`src/rtl/spi_ram_streamer_pkg.sv`:
```
// spi_ram_streamer_pkg: shared types and default widths for the buffer RAM
// streamer and the buffer RAM wrapper.
package spi_ram_streamer_pkg;

   // Default buffer geometry: 1024 bytes.
   localparam int DEF_ADDR_W = 10;
   localparam int DEF_DATA_W = 8;

   // Burst sequencer states.
   typedef enum logic [2:0] {
      IDLE,    // waiting for a start request
      FETCH,   // address presented, waiting for RAM read data
      LOAD,    // first byte captured into the shift register
      SHIFT,   // SCLK running, bytes shifting out MSB first
      TAIL     // SCLK held low for one half-period before releasing CS_n
   } state_t;

endpackage

```
`src/rtl/spi_ram_streamer_if.sv`:
```
// spi_ram_streamer_if: host handshake, buffer RAM read port and SPI pins of
// the streamer. The master side is the streamer itself; the slave side is
// the host/RAM/SPI target environment around it.
interface spi_ram_streamer_if
   import spi_ram_streamer_pkg::*;
#(
   parameter int ADDR_W = DEF_ADDR_W,
   parameter int DATA_W = DEF_DATA_W
);

   logic              i_Start;
   logic [ADDR_W-1:0] i_Base_Address;
   logic [ADDR_W:0]   i_Length;
   logic [ADDR_W-1:0] r_Address;
   logic [DATA_W-1:0] r_Data;
   logic              o_Busy;
   logic              o_Done;
   logic              o_SPI_Clk;
   logic              o_SPI_MOSI;
   logic              o_SPI_CS_n;

   modport master (
      input  i_Start, i_Base_Address, i_Length, r_Data,
      output r_Address, o_Busy, o_Done, o_SPI_Clk, o_SPI_MOSI, o_SPI_CS_n
   );

   modport slave (
      output i_Start, i_Base_Address, i_Length, r_Data,
      input  r_Address, o_Busy, o_Done, o_SPI_Clk, o_SPI_MOSI, o_SPI_CS_n
   );

endinterface

```
`src/rtl/spi_ram_streamer_spi_clk_gen.sv`:
```
// spi_clk_gen: SPI mode-0 SCLK generator. While enabled, SCLK is low for
// CLKS_PER_HALF_BIT cycles, then high for CLKS_PER_HALF_BIT cycles. The rise
// and fall strobes are high in the cycle whose closing edge toggles SCLK, so
// the owner can update data on the same edge SCLK moves.
module spi_clk_gen #(
   parameter int CLKS_PER_HALF_BIT = 2
) (
   input  logic r_Clk,
   input  logic r_Rst_n,
   input  logic en,
   output logic sclk,
   output logic rise,
   output logic fall
);

   localparam int CNT_W = $clog2(CLKS_PER_HALF_BIT);
   localparam logic [CNT_W-1:0] HALF_LAST = CNT_W'(CLKS_PER_HALF_BIT - 1);

   logic [CNT_W-1:0] cnt;
   logic             half_end;

   assign half_end = en && (cnt == HALF_LAST);
   assign rise     = half_end && !sclk;
   assign fall     = half_end && sclk;

   // Half-period counter and SCLK toggle; disabled means SCLK parked low.
   // NOTE: sequential state uses non-blocking (<=) so every flop samples the
   // pre-edge values; blocking (=) here would create order-dependent logic.
   always_ff @(posedge r_Clk or negedge r_Rst_n) begin
      if (!r_Rst_n) begin
         cnt  <= '0;
         sclk <= 1'b0;
      end else if (!en) begin
         cnt  <= '0;
         sclk <= 1'b0;
      end else if (cnt == HALF_LAST) begin
         cnt  <= '0;
         sclk <= ~sclk;
      end else begin
         cnt  <= cnt + CNT_W'(1);
      end
   end

endmodule

```
`src/rtl/spi_ram_streamer.sv`:
```
// spi_ram_streamer: drains a byte range of the buffer RAM through its read
// port and shifts it out as an SPI mode-0 controller, MSB first. The next
// byte is prefetched on the first SCLK rise of the current byte so SCLK runs
// without gaps across byte boundaries.
module spi_ram_streamer
   import spi_ram_streamer_pkg::*;
#(
   parameter int ADDR_W            = DEF_ADDR_W,
   parameter int DATA_W            = DEF_DATA_W,
   parameter int CLKS_PER_HALF_BIT = 2
) (
   input  logic               r_Clk,
   input  logic               r_Rst_n,
   spi_ram_streamer_if.master bus
);

   if (CLKS_PER_HALF_BIT < 2) begin : g_bad_half_bit
      $error("spi_ram_streamer: CLKS_PER_HALF_BIT must be 2 or more");
   end

   localparam int CNT_W = $clog2(CLKS_PER_HALF_BIT) + 1;
   localparam int BIT_W = $clog2(DATA_W);
   localparam logic [CNT_W-1:0] FETCH_LAST = CNT_W'(1);
   localparam logic [CNT_W-1:0] TAIL_LAST  = CNT_W'(CLKS_PER_HALF_BIT - 1);
   localparam logic [BIT_W-1:0] BIT_LAST   = BIT_W'(DATA_W - 1);

   state_t            state, state_n;
   logic [CNT_W-1:0]  step_cnt;     // cycles spent in the current state
   logic [ADDR_W:0]   byte_cnt;     // bytes not yet loaded into the shifter
   logic [BIT_W-1:0]  bit_cnt;      // bit of the current byte on MOSI
   logic [DATA_W-1:0] shift_q;
   logic [DATA_W-1:0] hold_q;       // prefetched next byte
   logic [1:0]        pf_pipe;      // RAM read latency tracker for prefetch
   logic [ADDR_W-1:0] addr_q;
   logic              busy_q, done_q, cs_n_q, mosi_q;

   logic sclk, rise, fall;
   logic accept, accept_zero, finish;
   logic more, byte_end, first_rise;

   assign more       = (byte_cnt != '0);
   assign byte_end   = fall && (bit_cnt == '0);
   assign first_rise = rise && (bit_cnt == BIT_LAST);

   spi_clk_gen #(
      .CLKS_PER_HALF_BIT(CLKS_PER_HALF_BIT)
   ) u_clk_gen (
      .r_Clk   (r_Clk),
      .r_Rst_n (r_Rst_n),
      .en      (state == SHIFT),
      .sclk    (sclk),
      .rise    (rise),
      .fall    (fall)
   );

   // State register plus per-state cycle counter, cleared on every transition.
   always_ff @(posedge r_Clk or negedge r_Rst_n) begin
      if (!r_Rst_n) begin
         state    <= IDLE;
         step_cnt <= '0;
      end else begin
         state    <= state_n;
         step_cnt <= (state_n != state) ? '0 : step_cnt + CNT_W'(1);
      end
   end

   // Next-state decode and the one-cycle control strobes for the datapath.
   // NOTE: every output of this block gets a default first, so no path leaves
   // one unassigned and no latch is inferred.
   always_comb begin
      state_n     = state;
      accept      = 1'b0;
      accept_zero = 1'b0;
      finish      = 1'b0;
      case (state)
         IDLE: begin
            if (bus.i_Start) begin
               if (bus.i_Length == '0) begin
                  accept_zero = 1'b1;
               end else begin
                  accept  = 1'b1;
                  state_n = FETCH;
               end
            end
         end
         FETCH: if (step_cnt == FETCH_LAST) state_n = LOAD;
         LOAD:  state_n = SHIFT;
         SHIFT: if (byte_end && !more) state_n = TAIL;
         TAIL: begin
            if (step_cnt == TAIL_LAST) begin
               finish  = 1'b1;
               state_n = IDLE;
            end
         end
         default: state_n = IDLE;
      endcase
   end

   // Burst datapath: handshake outputs, RAM address, byte/bit counters and
   // the shift/holding registers.
   // NOTE: the shift and holding registers are ordinary flops, so they are
   // reset with everything else; only a true RAM array is left unreset.
   always_ff @(posedge r_Clk or negedge r_Rst_n) begin
      if (!r_Rst_n) begin
         busy_q   <= 1'b0;
         done_q   <= 1'b0;
         cs_n_q   <= 1'b1;
         mosi_q   <= 1'b0;
         addr_q   <= '0;
         byte_cnt <= '0;
         bit_cnt  <= '0;
         shift_q  <= '0;
         hold_q   <= '0;
         pf_pipe  <= '0;
      end else begin
         done_q  <= accept_zero || finish;
         pf_pipe <= {pf_pipe[0], 1'b0};

         if (accept) begin
            busy_q   <= 1'b1;
            cs_n_q   <= 1'b0;
            addr_q   <= bus.i_Base_Address;
            byte_cnt <= bus.i_Length;
         end

         if (finish) begin
            busy_q <= 1'b0;
            cs_n_q <= 1'b1;
            mosi_q <= 1'b0;
         end

         if (state == LOAD) begin
            shift_q  <= bus.r_Data;
            mosi_q   <= bus.r_Data[DATA_W-1];
            byte_cnt <= byte_cnt - (ADDR_W+1)'(1);
            bit_cnt  <= BIT_LAST;
         end

         if (state == SHIFT) begin
            if (first_rise && more) begin
               addr_q  <= addr_q + ADDR_W'(1);
               pf_pipe <= {pf_pipe[0], 1'b1};
            end
            if (pf_pipe[1]) begin
               hold_q <= bus.r_Data;
            end
            if (fall) begin
               if (bit_cnt != '0) begin
                  shift_q <= {shift_q[DATA_W-2:0], 1'b0};
                  mosi_q  <= shift_q[DATA_W-2];
                  bit_cnt <= bit_cnt - BIT_W'(1);
               end else if (more) begin
                  shift_q  <= hold_q;
                  mosi_q   <= hold_q[DATA_W-1];
                  byte_cnt <= byte_cnt - (ADDR_W+1)'(1);
                  bit_cnt  <= BIT_LAST;
               end
            end
         end
      end
   end

   assign bus.r_Address  = addr_q;
   assign bus.o_Busy     = busy_q;
   assign bus.o_Done     = done_q;
   assign bus.o_SPI_Clk  = sclk;
   assign bus.o_SPI_MOSI = mosi_q;
   assign bus.o_SPI_CS_n = cs_n_q;

endmodule

```
`src/flat_wrapper.sv`:
```
// flat-port wrapper written by rule: the top's interface ports become plain ports
module spi_ram_streamer_flat import spi_ram_streamer_pkg::*;
#(
   parameter int ADDR_W            = DEF_ADDR_W,
   parameter int DATA_W            = DEF_DATA_W,
   parameter int CLKS_PER_HALF_BIT = 2
)
  (r_Clk, r_Rst_n, bus_i_Start, bus_i_Base_Address, bus_i_Length, bus_r_Data, bus_r_Address, bus_o_Busy, bus_o_Done, bus_o_SPI_Clk, bus_o_SPI_MOSI, bus_o_SPI_CS_n);
  spi_ram_streamer_if #(.ADDR_W(ADDR_W), .DATA_W(DATA_W)) bus_i ();
  input  logic r_Clk;
  input  logic r_Rst_n;
  input wire logic [$bits(bus_i.i_Start)-1:0] bus_i_Start;
  input wire logic [$bits(bus_i.i_Base_Address)-1:0] bus_i_Base_Address;
  input wire logic [$bits(bus_i.i_Length)-1:0] bus_i_Length;
  input wire logic [$bits(bus_i.r_Data)-1:0] bus_r_Data;
  output wire logic [$bits(bus_i.r_Address)-1:0] bus_r_Address;
  output wire logic [$bits(bus_i.o_Busy)-1:0] bus_o_Busy;
  output wire logic [$bits(bus_i.o_Done)-1:0] bus_o_Done;
  output wire logic [$bits(bus_i.o_SPI_Clk)-1:0] bus_o_SPI_Clk;
  output wire logic [$bits(bus_i.o_SPI_MOSI)-1:0] bus_o_SPI_MOSI;
  output wire logic [$bits(bus_i.o_SPI_CS_n)-1:0] bus_o_SPI_CS_n;
  assign bus_i.i_Start = bus_i_Start;
  assign bus_i.i_Base_Address = bus_i_Base_Address;
  assign bus_i.i_Length = bus_i_Length;
  assign bus_i.r_Data = bus_r_Data;
  assign bus_r_Address = bus_i.r_Address;
  assign bus_o_Busy = bus_i.o_Busy;
  assign bus_o_Done = bus_i.o_Done;
  assign bus_o_SPI_Clk = bus_i.o_SPI_Clk;
  assign bus_o_SPI_MOSI = bus_i.o_SPI_MOSI;
  assign bus_o_SPI_CS_n = bus_i.o_SPI_CS_n;
  spi_ram_streamer #(.ADDR_W(ADDR_W), .DATA_W(DATA_W), .CLKS_PER_HALF_BIT(CLKS_PER_HALF_BIT)) u_core (.r_Clk(r_Clk), .r_Rst_n(r_Rst_n), .bus(bus_i));
endmodule
```
`config.mk`:
```
export PLATFORM = sky130hd
export DESIGN_NAME = spi_ram_streamer_flat
export DESIGN_NICKNAME = d
export VERILOG_FILES = /design/src/rtl/spi_ram_streamer_pkg.sv /design/src/rtl/spi_ram_streamer_if.sv /design/src/rtl/spi_ram_streamer_spi_clk_gen.sv /design/src/rtl/spi_ram_streamer.sv /design/src/flat_wrapper.sv
export SDC_FILE = /design/constraint.sdc
export NUM_CORES = 1
export LEC_CHECK = 0
export BUFFER_PORTS_ARGS = -buffer_cell sky130_fd_sc_hd__buf_2
export CAP_MARGIN = 0
export CELL_PAD_IN_SITES_DETAIL_PLACEMENT = 0
export CELL_PAD_IN_SITES_GLOBAL_PLACEMENT = 1
export CORE_UTILIZATION = 43
export CTS_CLUSTER_SIZE = 20
export DETAILED_ROUTE_END_ITERATION = 6
export PLACE_DENSITY_LB_ADDON = 0.1
export SYNTH_ARGS = -nofsm -noshare
export SYNTH_HDL_FRONTEND = slang
export SYNTH_SLANG_ARGS = --single-unit
```
`constraint.sdc`:
```
create_clock -name r_Clk -period 2.5 [get_ports r_Clk]
set_input_delay 0.125 -clock r_Clk [delete_from_list [all_inputs] [get_ports r_Clk]]
set_output_delay 0.125 -clock r_Clk [all_outputs]
set_load 0.005 [all_outputs]
```
Word-level counts from Yosys, hierarchy flattened
Cells that the tools add are included.
- eq/ne operators: 8
- reduce and logical (&&, ||, !) cells: 17
- add/sub/neg operators: 5
- muxes and demuxes: 50
- bitwise gates (word level): 1
- operators by type and width (operator ; count):
    11-bit two-way mux ; 6
    8-bit two-way mux ; 5
    10-bit two-way mux ; 3
    3-bit two-way mux ; 10
    1-bit two-way mux ; 24
    3-bit case mux with 5 select lines ; 1
    11-bit zero test ; 1
    11-bit nonzero test ; 1
    11-bit by 1-bit subtractor with 11-bit output (second input constant) ; 1
    10-bit by 1-bit adder with 10-bit output (second input constant) ; 1
    1-bit logical AND ; 7
    3-bit by 2-bit equality test with 1-bit output (second input constant) ; 2
    3-bit equality test (second input constant) ; 2
    3-bit zero test ; 2
    3-bit by 1-bit equality test with 1-bit output (second input constant) ; 1
    3-bit inequality test ; 1
    3-bit nonzero test ; 1
    3-bit by 1-bit subtractor with 3-bit output (second input constant) ; 1
    2-bit by 1-bit adder with 2-bit output (second input constant) ; 1
    2-bit by 1-bit equality test with 1-bit output (second input constant) ; 1
    1-bit zero test ; 2
    2-bit two-way mux ; 1
    2-bit by 1-bit inequality test with 1-bit output (second input constant) ; 1
    2-bit AND reduction ; 1
    4 further kinds ; 4
- bits of input ports: 32
- word-level logic and storage cells: 95
- flip-flop bits (word level): 53

Logic depth before layout (Yosys ltp)
Gate-level depths: netlist (run 1).
- depth after elaboration: 10
- depth in mapped cells: 8
- gate-level depth less buffers: 8

Hierarchy
A second synthesis (run 1) with hierarchy kept.
- cell total of the unflattened synthesis: 295
- area total of the unflattened synthesis: 2803.9 um2
- by module, submodules not included (module ; instances ; cells an instance ; area an instance (um2)):
    spi_ram_streamer ; 1 ; 287 ; 2715.1
    spi_clk_gen ; 1 ; 8 ; 88.8

Least setup slack after synthesis (run 1)
Ideal clock, no wire load.
- path kind: register -> register
- from: reg u_core.bit_cnt[0]
- to: reg u_core.byte_cnt[8]
- cell stages (with the launch flop): 8
- slack: 461 ps
- required time: 2377 ps
- period minus slack after synthesis: 2039 ps
- setup time: 123 ps
- data arrival time: 1916 ps
- path through: dfrtp_1 > inv_1 > ha_1 > nand2b_1 > or3_1 > o21ai_0 > a21boi_1 > o221a_1
- longest elaborated chain between the ends: 4
- RTL lines (item ; line ; source):
    start: declaration ; spi_ram_streamer.sv:30 ; logic [BIT_W-1:0] bit_cnt;
    start signal: assignment ; spi_ram_streamer.sv:151 ; bit_cnt <= bit_cnt - BIT_W'(1);
    3-bit nonzero test ; spi_ram_streamer.sv:148 ; if (bit_cnt != '0) begin
    11-bit two-way mux ; spi_ram_streamer.sv:148 ;
    11-bit two-way mux ; spi_ram_streamer.sv:147 ; if (fall) begin
    11-bit two-way mux ; spi_ram_streamer.sv:139 ; if (state == SHIFT) begin
    end signal: assignment ; spi_ram_streamer.sv:123 ; byte_cnt <= bus.i_Length;
    end signal: assignment ; spi_ram_streamer.sv:135 ; byte_cnt <= byte_cnt - (ADDR_W+1)'(1);
    end signal: assignment ; spi_ram_streamer.sv:155 ; byte_cnt <= byte_cnt - (ADDR_W+1)'(1);
    end: declaration ; spi_ram_streamer.sv:29 ; logic [ADDR_W:0] byte_cnt;
Every way passes these cells.
A chain may end at the register's enable or synchronous reset.

Final worst setup path (run 1)
- from: reg u_core.byte_cnt[0]
- to: reg u_core.byte_cnt[1]
- longest elaborated chain between the ends: 6
- elaborated cells between the ends (all ways): 7
- RTL lines (item ; line ; source):
    11-bit by 1-bit subtractor with 11-bit output ; spi_ram_streamer.sv:135, spi_ram_streamer.sv:155 ;
    11-bit two-way mux ; spi_ram_streamer.sv:132 ; if (state == LOAD) begin
    11-bit two-way mux ; spi_ram_streamer.sv:152 ; end else if (more) begin
    11-bit two-way mux ; spi_ram_streamer.sv:148 ;
    11-bit two-way mux ; spi_ram_streamer.sv:147 ;
    11-bit two-way mux * ; spi_ram_streamer.sv:139 ;
Every way passes the cells marked *; elsewhere a longest branch is shown, timed or not.

==> impl_metrics.csv, run 1 <==
group,metric,value,unit
critical_path,critical_path.slowest_cell,"dfrtp_1",
placement,gp_congestion,0.817,
drt,drt_pass1_iterations,4,
critical_path,r2r-start,"u_core.byte_cnt[0]$_DFF_PN0_",
die,initial_utilization,44.8,%
critical_path,crit_family,"simple AND/OR/NAND/NOR gates",
synth,yosysMostFrequentCell,"dfrtp_1",
final_layout,area_growth,18.1,%
synth,synthCells,300,
clock_network,clkLatencyLatePin,310,ps
placement,place_hpwl,4.85,mm
final_layout,layout-drive-gt1-share,25.4,%
global_routing,grt_pass1_wl,11.8,mm
synth,yosys-top-cells-area,"dfrtp_1 (45%), mux2_2 (5.5%), o22ai_1 (5.3%)",
critical_path,end_kind,"register",
synth,ys_types,52,
critical_path,reg2reg_slack,310,ps
worst_hold_path,holdPathStages,2,
synth,synth_area_leader_cell,"dfrtp_1",
global_routing,grt-ovfl-total,0,
drt,wl_met1,3.14,mm
sta,drv_slew,0,
synth,synth-seq-area-share,45.8,%
run_status,status,"completed",
worst_hold_path,hold_end,"u_core.hold_q[1]$_DFFE_PN0P_",
die,die-width,83.3,um
synth,synth_area,0.00284,mm^2
final_layout,fin_nets,396,
clock_network,cts.sinks,52,
drt,vias,2534,
synth,synth_top_area_share,44.9,%
final_layout,n_antenna_cell,0,
sta,setup_viol,0,
sta,fin_setup_tns,0,ps
worst_hold_path,holdCritStartpoint,"bus_r_Data[1]",
power,p_per_area,1010,mW/mm^2
drt,vias_per_cell,5.83,
synth,ys_ff_latch,52,
synth,yosys_most_used_dff,"dfrtp_1",
synth,synth_common_cells,"dfrtp_1 (51), a21oi_1 (27), o22ai_1 (24)",
critical_path,crit_chain,"inv_1 > ha_1 > nor4b_1 > nand3_1 > a21oi_2 > buf_4 > and3_1 > a21oi_1",
power,ir_drop,0.471,mV
die,core-area,0.00635,mm^2
drt,routed.top_layer,"met4",
sta,setup_slack,309,ps
critical_path,crit_required,2690,ps
drt,met2WireLength,3.12,mm
critical_path,cp.arrival,2380,ps
sta,skew,5.22,ps
synth,avgSynthCellArea,9.48,um^2
placement,portBuffers,46,
global_routing,grt_start_max_net_pins,25,
sta,min_period,2190,ps
critical_path,r2r_end,"u_core.byte_cnt[1]$_DFF_PN0_",
power,leakage,0.00145,uW
clock_network,cts_tree,"yes",
clock_network,root_buffer,"clkbuf_8",
clock_network,cts.clk_slew.worst_paths,100,ps
drt,drt-wirelength-per-cell,15.4,um
clock_network,h-tree-depth,2,
critical_path,crit_type,"reg2reg",
final_layout,finalInstanceArea,0.00336,mm^2
worst_hold_path,min_path_type,"in2reg",
die,ios,47,
clock_network,clockBufferDepth,2,
die,fp.dieH,83.3,um
placement,pre_cts_slack,161,ps
synth,synth_edf_count,0,
sta,period_share,87.7,%
critical_path,critPathMaxFanout,11,
synth,yosysWarnings,0,
drt,drt_iter0_drc,106,
die,rows,29,
critical_path,cpPeakStageDelay,440,ps
sta,rsz0062_at_grt,"false",
drt,wl_met3,298,um
placement,dpl_cell_area,0.00323,mm^2
drt,drc_errors,0,
critical_path,worst_setup_path_start_kind,"register",
global_routing,track_usage,20.9,%
sta,hold_violations,0,
global_routing,antenna_found_initial,0,
drt,finalWirelength,6.68,mm
sta,tightest_slew,598,ps
drt,drtAntennaViolNets,0,
global_routing,grt_pass1_vias,2478,
synth,synth_nets,339,
critical_path,timing.critical_path.buf_inv,2,
sta,slew_headroom,60.1,%
sta,max_freq,456,MHz
critical_path,r2r_cells,8,
die,dieArea,0.00694,mm^2
synth,async_flop_share,100,%
job,maxCapViolations,0,
clock_network,cts_buffers,5,
power,total_power,3390,uW
[cell families after synthesis]
| family | share of synthesized area [%] |
|---|---|
| AOI/OAI and AO/OA | 23.6 |
| and+or+nand+nor | 16.5 |
| DFF | 45.8 |
| buffers and inverters | 4.14 |
| muxes | 6.25 |
| adders and majority gates | 3.08 |
| xor gates and xnor gates | 0.616 |
[layer usage]
layer	GRT usage, %	vias up
met3	3.78	11
met1	28.2	1225
met5	0	-
met2	33.8	62
met4	7.68	0
li1	-	1236
[worst reg2reg max path, delay by kind of cell (launching register included)]
| kind | cells | cell delay [ps] |
|---|---|---|
| AO/OA/AOI/OAI | 2 | 350 |
| adder cells (fa/ha/maj) | 1 | 140 |
| buffers and inverters | 2 | 320 |
| flip-flops | 1 | 440 |
| AND/OR/NAND/NOR | 3 | 830 |
[cells in the final DEF (no fill, tap or decap), types with 3 or more instances in the layout]
master / Yosys / layout
nor2_1: 22 / 22
nand3_1: 9 / 9
or3_1: 3 / 3
buf_4: 0 / 14
a21oi_1: 27 / 26
clkbuf_8: 0 / 5
inv_1: 18 / 18
o21ai_0: 17 / 16
o22ai_1: 24 / 24
o21a_1: 8 / 8
nor3_1: 5 / 5
a211oi_1: 3 / 3
nand2_1: 21 / 21
and3_1: 6 / 6
nand4_1: 6 / 6
ha_1: 7 / 7
mux2_2: 14 / 14
buf_2: 4 / 46
dfrtp_1: 51 / 51
nor2b_1: 3 / 3
a31oi_1: 3 / 3
[state kept, by name (all words and copies together) (netlist names)]
| name | count |
|---|---|
| u_core.byte_cnt | 11 |
| u_core.bus.r_Address | 10 |
| u_core.hold_q | 8 |
| u_core.shift_q | 7 |
| u_core.bit_cnt | 3 |
| u_core.state | 3 |
| u_core.pf_pipe | 2 |
| u_core.step_cnt | 2 |
| u_core.bus.o_Busy | 1 |
| u_core.bus.o_Done | 1 |
| u_core.bus.o_SPI_CS_n | 1 |
| u_core.bus.o_SPI_MOSI | 1 |
| u_core.u_clk_gen.cnt | 1 |
| u_core.u_clk_gen.sclk | 1 |
[where the power goes]
part           switching (uW)  total (uW)  internal [uW]  leakage (uW)
clock network             298         600            302     0.0000548
logic                     684        1300            612      0.000817
registers                 296        1490           1200      0.000583
[per-stage QoR]
stage,hold WS [ps],cells,util [%]
after floorplan,-171,300,-
after global placement,69.5,426,50.9
after detailed placement,64.3,426,50.9
after CTS,44.8,435,52.8
after global routing,35.3,435,52.9
final,52.5,435,52.9
[layout make-up]
class | instances | area [um^2]
Multi-Input combinational cell | 218 | 1430
Fill cell | 581 | 2990
Inverter | 19 | 71.3
Timing Repair Buffer | 61 | 345
Tap cell | 77 | 96.3
Clock inverter | 3 | 46.3
Clock buffer | 5 | 68.8
Sequential cell | 52 | 1300
[how the worst max path moves through the flow]
stage                                             from                           end  slack, ps  cells after the start
final                     u_core.byte_cnt[0]$_DFF_PN0_  u_core.byte_cnt[1]$_DFF_PN0_        310                      8
after global routing      u_core.byte_cnt[0]$_DFF_PN0_   u_core.shift_q[1]$_DFF_PN0_         20                      8
after CTS                 u_core.byte_cnt[0]$_DFF_PN0_  u_core.byte_cnt[1]$_DFF_PN0_        150                      8
after detailed placement   u_core.bit_cnt[0]$_DFF_PN0_  u_core.byte_cnt[8]$_DFF_PN0_        160                      7
after global placement    u_core.byte_cnt[0]$_DFF_PN0_  u_core.byte_cnt[1]$_DFF_PN0_        210                      8
after floorplan            u_core.bit_cnt[0]$_DFF_PN0_  u_core.byte_cnt[8]$_DFF_PN0_        460                      7
[timing repair]
action                     CTS  global route
resized for setup            0             2
setup buffers                0             0
hold buffers                 1             0
hold endpoints to repair    13             0
setup endpoints to repair    0             8
No activity file was read; power rests on OpenSTA's default activity.
==> inputs of run 2 (changes only) <==
--- a/config.mk
+++ b/config.mk
@@ -9,7 +9,7 @@
 export CAP_MARGIN = 0
 export CELL_PAD_IN_SITES_DETAIL_PLACEMENT = 0
 export CELL_PAD_IN_SITES_GLOBAL_PLACEMENT = 1
-export CORE_UTILIZATION = 43
+export CORE_UTILIZATION = 46
 export CTS_CLUSTER_SIZE = 20
 export DETAILED_ROUTE_END_ITERATION = 6
 export PLACE_DENSITY_LB_ADDON = 0.1
==> constraint.sdc (replaced) <==
create_clock -name r_Clk -period 2.7 [get_ports r_Clk]
set_input_delay 0.135 -clock r_Clk [delete_from_list [all_inputs] [get_ports r_Clk]]
set_output_delay 0.135 -clock r_Clk [all_outputs]
set_load 0.005 [all_outputs]
==> impl_metrics.csv, run 2 (synthesized netlist as in run 1, its figures left out) <==
group,metric,value,unit
final_layout,n_antenna_cell,0,
die,fp.dieH,80.6,um
final_layout,layout_common_cells,"dfrtp_1 (51), buf_2 (46), a21oi_1 (27), o22ai_1 (24), nor2_1 (22)",
worst_hold_path,min_path_type,"in2reg",
sta,drv_slew,0,
power,switching_power,1180,uW
sta,hold-worst-slack,58.6,ps
critical_path,end_kind,"register",
power,leakage,0.00143,uW
clock_network,postCtsHoldBufs,1,
sta,hold_violations,0,
global_routing,busiest_layer,"met2",
sta,rsz0062_at_grt,"false",
die,ios,47,
final_layout,largest_reg_flops,11,
drt,drt-wirelength-per-cell,15.3,um
critical_path,crit_chain,"inv_1 > ha_1 > nor4b_1 > nand3_1 > buf_4 > nand2_1 > o22ai_1 > a21oi_1",
die,rows,28,
critical_path,timing.critical_path.buf_inv,2,
drt,drt_iter0_drc,137,
placement,place_hpwl,4.76,mm
final_layout,fin_nets,392,
clock_network,postCtsResizedCells,0,
sta,setup_slack,478,ps
drt,drt_pass1_iterations,4,
critical_path,crit_required,2950,ps
final_layout,layout-drive-gt1-share,24.3,%
job,maxCapViolations,0,
global_routing,track_usage,21.3,%
die,dieArea,0.00650,mm^2
power,pwr-share-seq,46.0,%
clock_network,h-tree-depth,2,
clock_network,cts.sinks,52,
drt,drtAntennaViolNets,0,
power,p_per_area,918,mW/mm^2
clock_network,clkLatencyLatePin,310,ps
placement,gp_congestion,0.846,
final_layout,mostFrequentLayoutCell,"dfrtp_1",
clock_network,post-cts-setup-buffers,0,
placement,dpl_cell_area,0.00320,mm^2
global_routing,grt-ovfl-total,0,
sta,tightest_slew,674,ps
drt,vias_per_cell,5.71,
sta,fin_setup_tns,0,ps
clock_network,cts.clk_slew.worst_paths,110,ps
power,total_power,3030,uW
placement,pre_cts_slack,433,ps
critical_path,crit_family,"simple AND/OR/NAND/NOR gates",
final_layout,area_growth,16.0,%
sta,max_freq,450,MHz
die,initial_utilization,47.8,%
sta,setup_viol,0,
drt,vias,2448,
clock_network,root_buffer,"clkbuf_8",
critical_path,cpPeakStageDelay,430,ps
global_routing,grt_use_met2,33.8,%
critical_path,cp.arrival,2470,ps
power,p_int,1850,uW
clock_network,clockBufferDepth,2,
sta,slew_headroom,54.4,%
power,swShare,38.8,%
run_status,status,"completed",
final_layout,nFillCells,577,
power,clockPowerShare,15.3,%
global_routing,grt_pass1_wl,10.6,mm
clock_network,cts_buffers,5,
sta,period_share,82.3,%
critical_path,worst_setup_path_start_kind,"register",
placement,portBuffers,46,
global_routing,gr-usage-met1,30.2,%
final_layout,finalInstanceArea,0.00330,mm^2
global_routing,gr-usage-met3,3.75,%
critical_path,critical_path.slowest_cell,"dfrtp_1",
drt,drc_errors,0,
clock_network,cts_tree,"yes",
power,comb_power_share,38.7,%
final_layout,regMostFlops,"u_core.byte_cnt",
sta,skew,14.5,ps
global_routing,antenna_found_initial,0,
global_routing,grt_pass1_vias,2234,
power,ir_drop,0.424,mV
critical_path,crit_type,"reg2reg",
die,core-area,0.00596,mm^2
die,die-width,80.6,um
critical_path,critPathMaxFanout,8,
sta,min_period,2220,ps
drt,finalWirelength,6.55,mm
global_routing,grt_start_max_net_pins,28,
==> run 2: path summary, 6_finish.rpt <==
path	from	endpoint	slack, ps	depth (start not counted)
max	u_core.byte_cnt[0]$_DFF_PN0_	u_core.shift_q[1]$_DFF_PN0_	480	8
min	bus_r_Data[3]	u_core.hold_q[3]$_DFFE_PN0P_	60	2
max reg2reg	u_core.byte_cnt[0]$_DFF_PN0_	u_core.shift_q[1]$_DFF_PN0_	480	8
min reg2reg	u_core.pf_pipe[0]$_DFF_PN0_	u_core.pf_pipe[1]$_DFF_PN0_	390	0
max in group asynchronous	r_Rst_n	u_core.bit_cnt[1]$_DFF_PN0_	1810	3
min in group asynchronous	r_Rst_n	u_core.bus.r_Address[6]$_DFF_PN0_	240	2
==> run 2: layer usage <==
metal / wire, um / up-vias
li1: - / 1224
met1: 3310 / 1174
met2: 2970 / 46
met3: 228 / 4
met4: 45 / 0
met5: 0 / -
==> run 2: final cells by class <==
class / count / area (um^2) / share of cell area (%)
clock inverter: 3 / 22.5 / 0.683
multi-input combinational: 218 / 1420 / 43.2
inverter: 19 / 71.3 / 2.16
sequential: 52 / 1300 / 39.5
clock buffer: 5 / 68.8 / 2.09
tap: 75 / 93.8 / 2.85
timing repair buffer: 57 / 315 / 9.56
==> run 2: power by group through the flow <==
stage / logic, uW / registers [uW] / clock network (uW)
2_1_floorplan: 866 / 1330 / 0
3_3_place_gp: 1170 / 1400 / 0
3_5_place_dp: 1180 / 1400 / 0
4_1_cts: 1190 / 1390 / 481
5_1_grt: 1340 / 1440 / 506
6_report: 1170 / 1390 / 465
==> run 2: metrics by stage <==
step | util (%) | std cells
detailed placement | 53.7 | 420
finish | 55.4 | 429
CTS | 55.4 | 429
global route | 55.4 | 429
floorplan | - | 300
global placement | 53.7 | 420
==> inputs of run 3 (changes only) <==
--- a/config.mk
+++ b/config.mk
@@ -9,7 +9,7 @@
 export CAP_MARGIN = 0
 export CELL_PAD_IN_SITES_DETAIL_PLACEMENT = 0
 export CELL_PAD_IN_SITES_GLOBAL_PLACEMENT = 1
-export CORE_UTILIZATION = 46
+export CORE_UTILIZATION = 43
 export CTS_CLUSTER_SIZE = 20
 export DETAILED_ROUTE_END_ITERATION = 6
 export PLACE_DENSITY_LB_ADDON = 0.1
==> constraint.sdc (replaced) <==
create_clock -name r_Clk -period 2.2 [get_ports r_Clk]
set_input_delay 0.11 -clock r_Clk [delete_from_list [all_inputs] [get_ports r_Clk]]
set_output_delay 0.11 -clock r_Clk [all_outputs]
set_load 0.005 [all_outputs]
==> impl_metrics.csv, run 3 (synthesized netlist as in run 1, its figures left out) <==
group,metric,value,unit
clock_network,root_buffer,"clkbuf_8",
clock_network,clockBufferDepth,2,
sta,skew,5.91,ps
power,ir_drop,0.509,mV
global_routing,antenna_found_initial,0,
final_layout,largest_reg_flops,11,
sta,hold_violations,0,
sta,fin_setup_tns,0,ps
die,die-width,83.3,um
sta,slew_headroom,58.7,%
final_layout,regMostFlops,"u_core.byte_cnt",
sta,period_share,92.0,%
placement,portBuffers,46,
final_layout,n_antenna_cell,0,
drt,drc_errors,0,
die,dieArea,0.00694,mm^2
clock_network,post-cts-setup-buffers,0,
die,core-area,0.00635,mm^2
global_routing,grt-ovfl-total,0,
job,maxCapViolations,0,
critical_path,crit_required,2410,ps
die,ios,47,
clock_network,cts.sinks,52,
drt,drt-wirelength-per-cell,15.5,um
final_layout,mostFrequentLayoutCell,"dfrtp_1",
clock_network,h-tree-depth,2,
clock_network,cts.clk_slew.worst_paths,100,ps
clock_network,cts_tree,"yes",
worst_hold_path,min_path_type,"in2reg",
critical_path,end_kind,"register",
drt,drt_iter0_drc,67,
drt,drt_pass1_iterations,4,
placement,gp_congestion,0.865,
die,rows,29,
die,initial_utilization,44.8,%
run_status,status,"completed",
final_layout,layout_common_cells,"dfrtp_1 (51), buf_2 (46), a21oi_1 (27), o22ai_1 (24)",
drt,vias,2520,
sta,drv_slew,0,
placement,place_hpwl,4.97,mm
critical_path,crit_type,"reg2reg",
sta,setup_viol,0,
final_layout,finalInstanceArea,0.00343,mm^2
drt,vias_per_cell,5.66,
placement,dpl_cell_area,0.00331,mm^2
critical_path,cp.arrival,2230,ps
critical_path,worst_setup_path_start_kind,"register",
global_routing,grt_pass1_vias,2515,
final_layout,area_growth,20.8,%
final_layout,fin_nets,406,
clock_network,clkLatencyLatePin,310,ps
sta,tightest_slew,619,ps
drt,drtAntennaViolNets,0,
critical_path,critPathMaxFanout,5,
final_layout,layout-drive-gt1-share,28.0,%
sta,min_period,2020,ps
sta,max_freq,494,MHz
sta,hold-worst-slack,42.8,ps
global_routing,track_usage,21.1,%
global_routing,grt_pass1_wl,11.9,mm
die,fp.dieH,83.3,um
drt,finalWirelength,6.91,mm
global_routing,grt_start_max_net_pins,28,
clock_network,cts_buffers,5,
power,p_per_area,1100,mW/mm^2
power,leakage,0.00149,uW
final_layout,post-route-util,54.1,%
sta,rsz0062_at_grt,"false",
[run 3: timing repair]
item | 4_1_cts | 5_1_grt
endpoints found under the hold margin | 26 | 0
hold buffers | 1 | 0
setup endpoints to repair | 0 | 25
gates resized for setup | 0 | 5
[run 3: worst max-delay path, cell delays in order, from the launching register on]
cell	delay, ps
dfrtp_1	440
inv_1	100
ha_1	140
nor4b_2	320
and3_1	380
o211ai_4	140
a21boi_1	170
o221a_1	230
[run 3: through the flow]
stage               cells  total power [uW]  worst slack (ps)
floorplan             300              2700               161
global placement      435              3190              78.5
detailed placement    435              3220              17.7
CTS                   444              3790              3.75
global route          445              4110              3.11
finish                445              3790               176
[run 3: power by group]
group / total [uW] / switching [uW] / internal [uW]
clock: 561 / 334 / 227
sequential: 1700 / 343 / 1360
combinational: 1530 / 792 / 734
[run 3: area by class of cell]
cell class | count | area [um^2]
Sequential cell | 52 | 1300
Multi-Input combinational cell | 219 | 1450
Clock inverter | 2 | 16.3
Clock buffer | 6 | 72.6
Inverter | 19 | 71.3
Timing Repair Buffer | 70 | 425
Fill cell | 595 | 2920
Tap cell | 77 | 96.3
[run 3: worst paths after layout]
| check | slack, ps | start | depth (start not counted) | end |
|---|---|---|---|---|
| max | 180 | u_core.byte_cnt[0]$_DFF_PN0_ | 7 | u_core.byte_cnt[8]$_DFF_PN0_ |
| min | 40 | bus_r_Data[4] | 2 | u_core.hold_q[4]$_DFFE_PN0P_ |
| max reg2reg | 180 | u_core.byte_cnt[0]$_DFF_PN0_ | 7 | u_core.byte_cnt[8]$_DFF_PN0_ |
| min reg2reg | 360 | u_core.pf_pipe[0]$_DFF_PN0_ | 0 | u_core.pf_pipe[1]$_DFF_PN0_ |
| max in group asynchronous | 1230 | r_Rst_n | 3 | u_core.bus.o_SPI_CS_n$_DFFE_PN1P_ |
| min in group asynchronous | 350 | r_Rst_n | 2 | u_core.step_cnt[1]$_DFF_PN0_ |
[run 3: per-layer routing]
metal	track usage (%)	share of wire (%)
met5	0	0
met4	4.55	0.52
met3	4.57	3.5
met2	35.1	47
met1	28.4	49
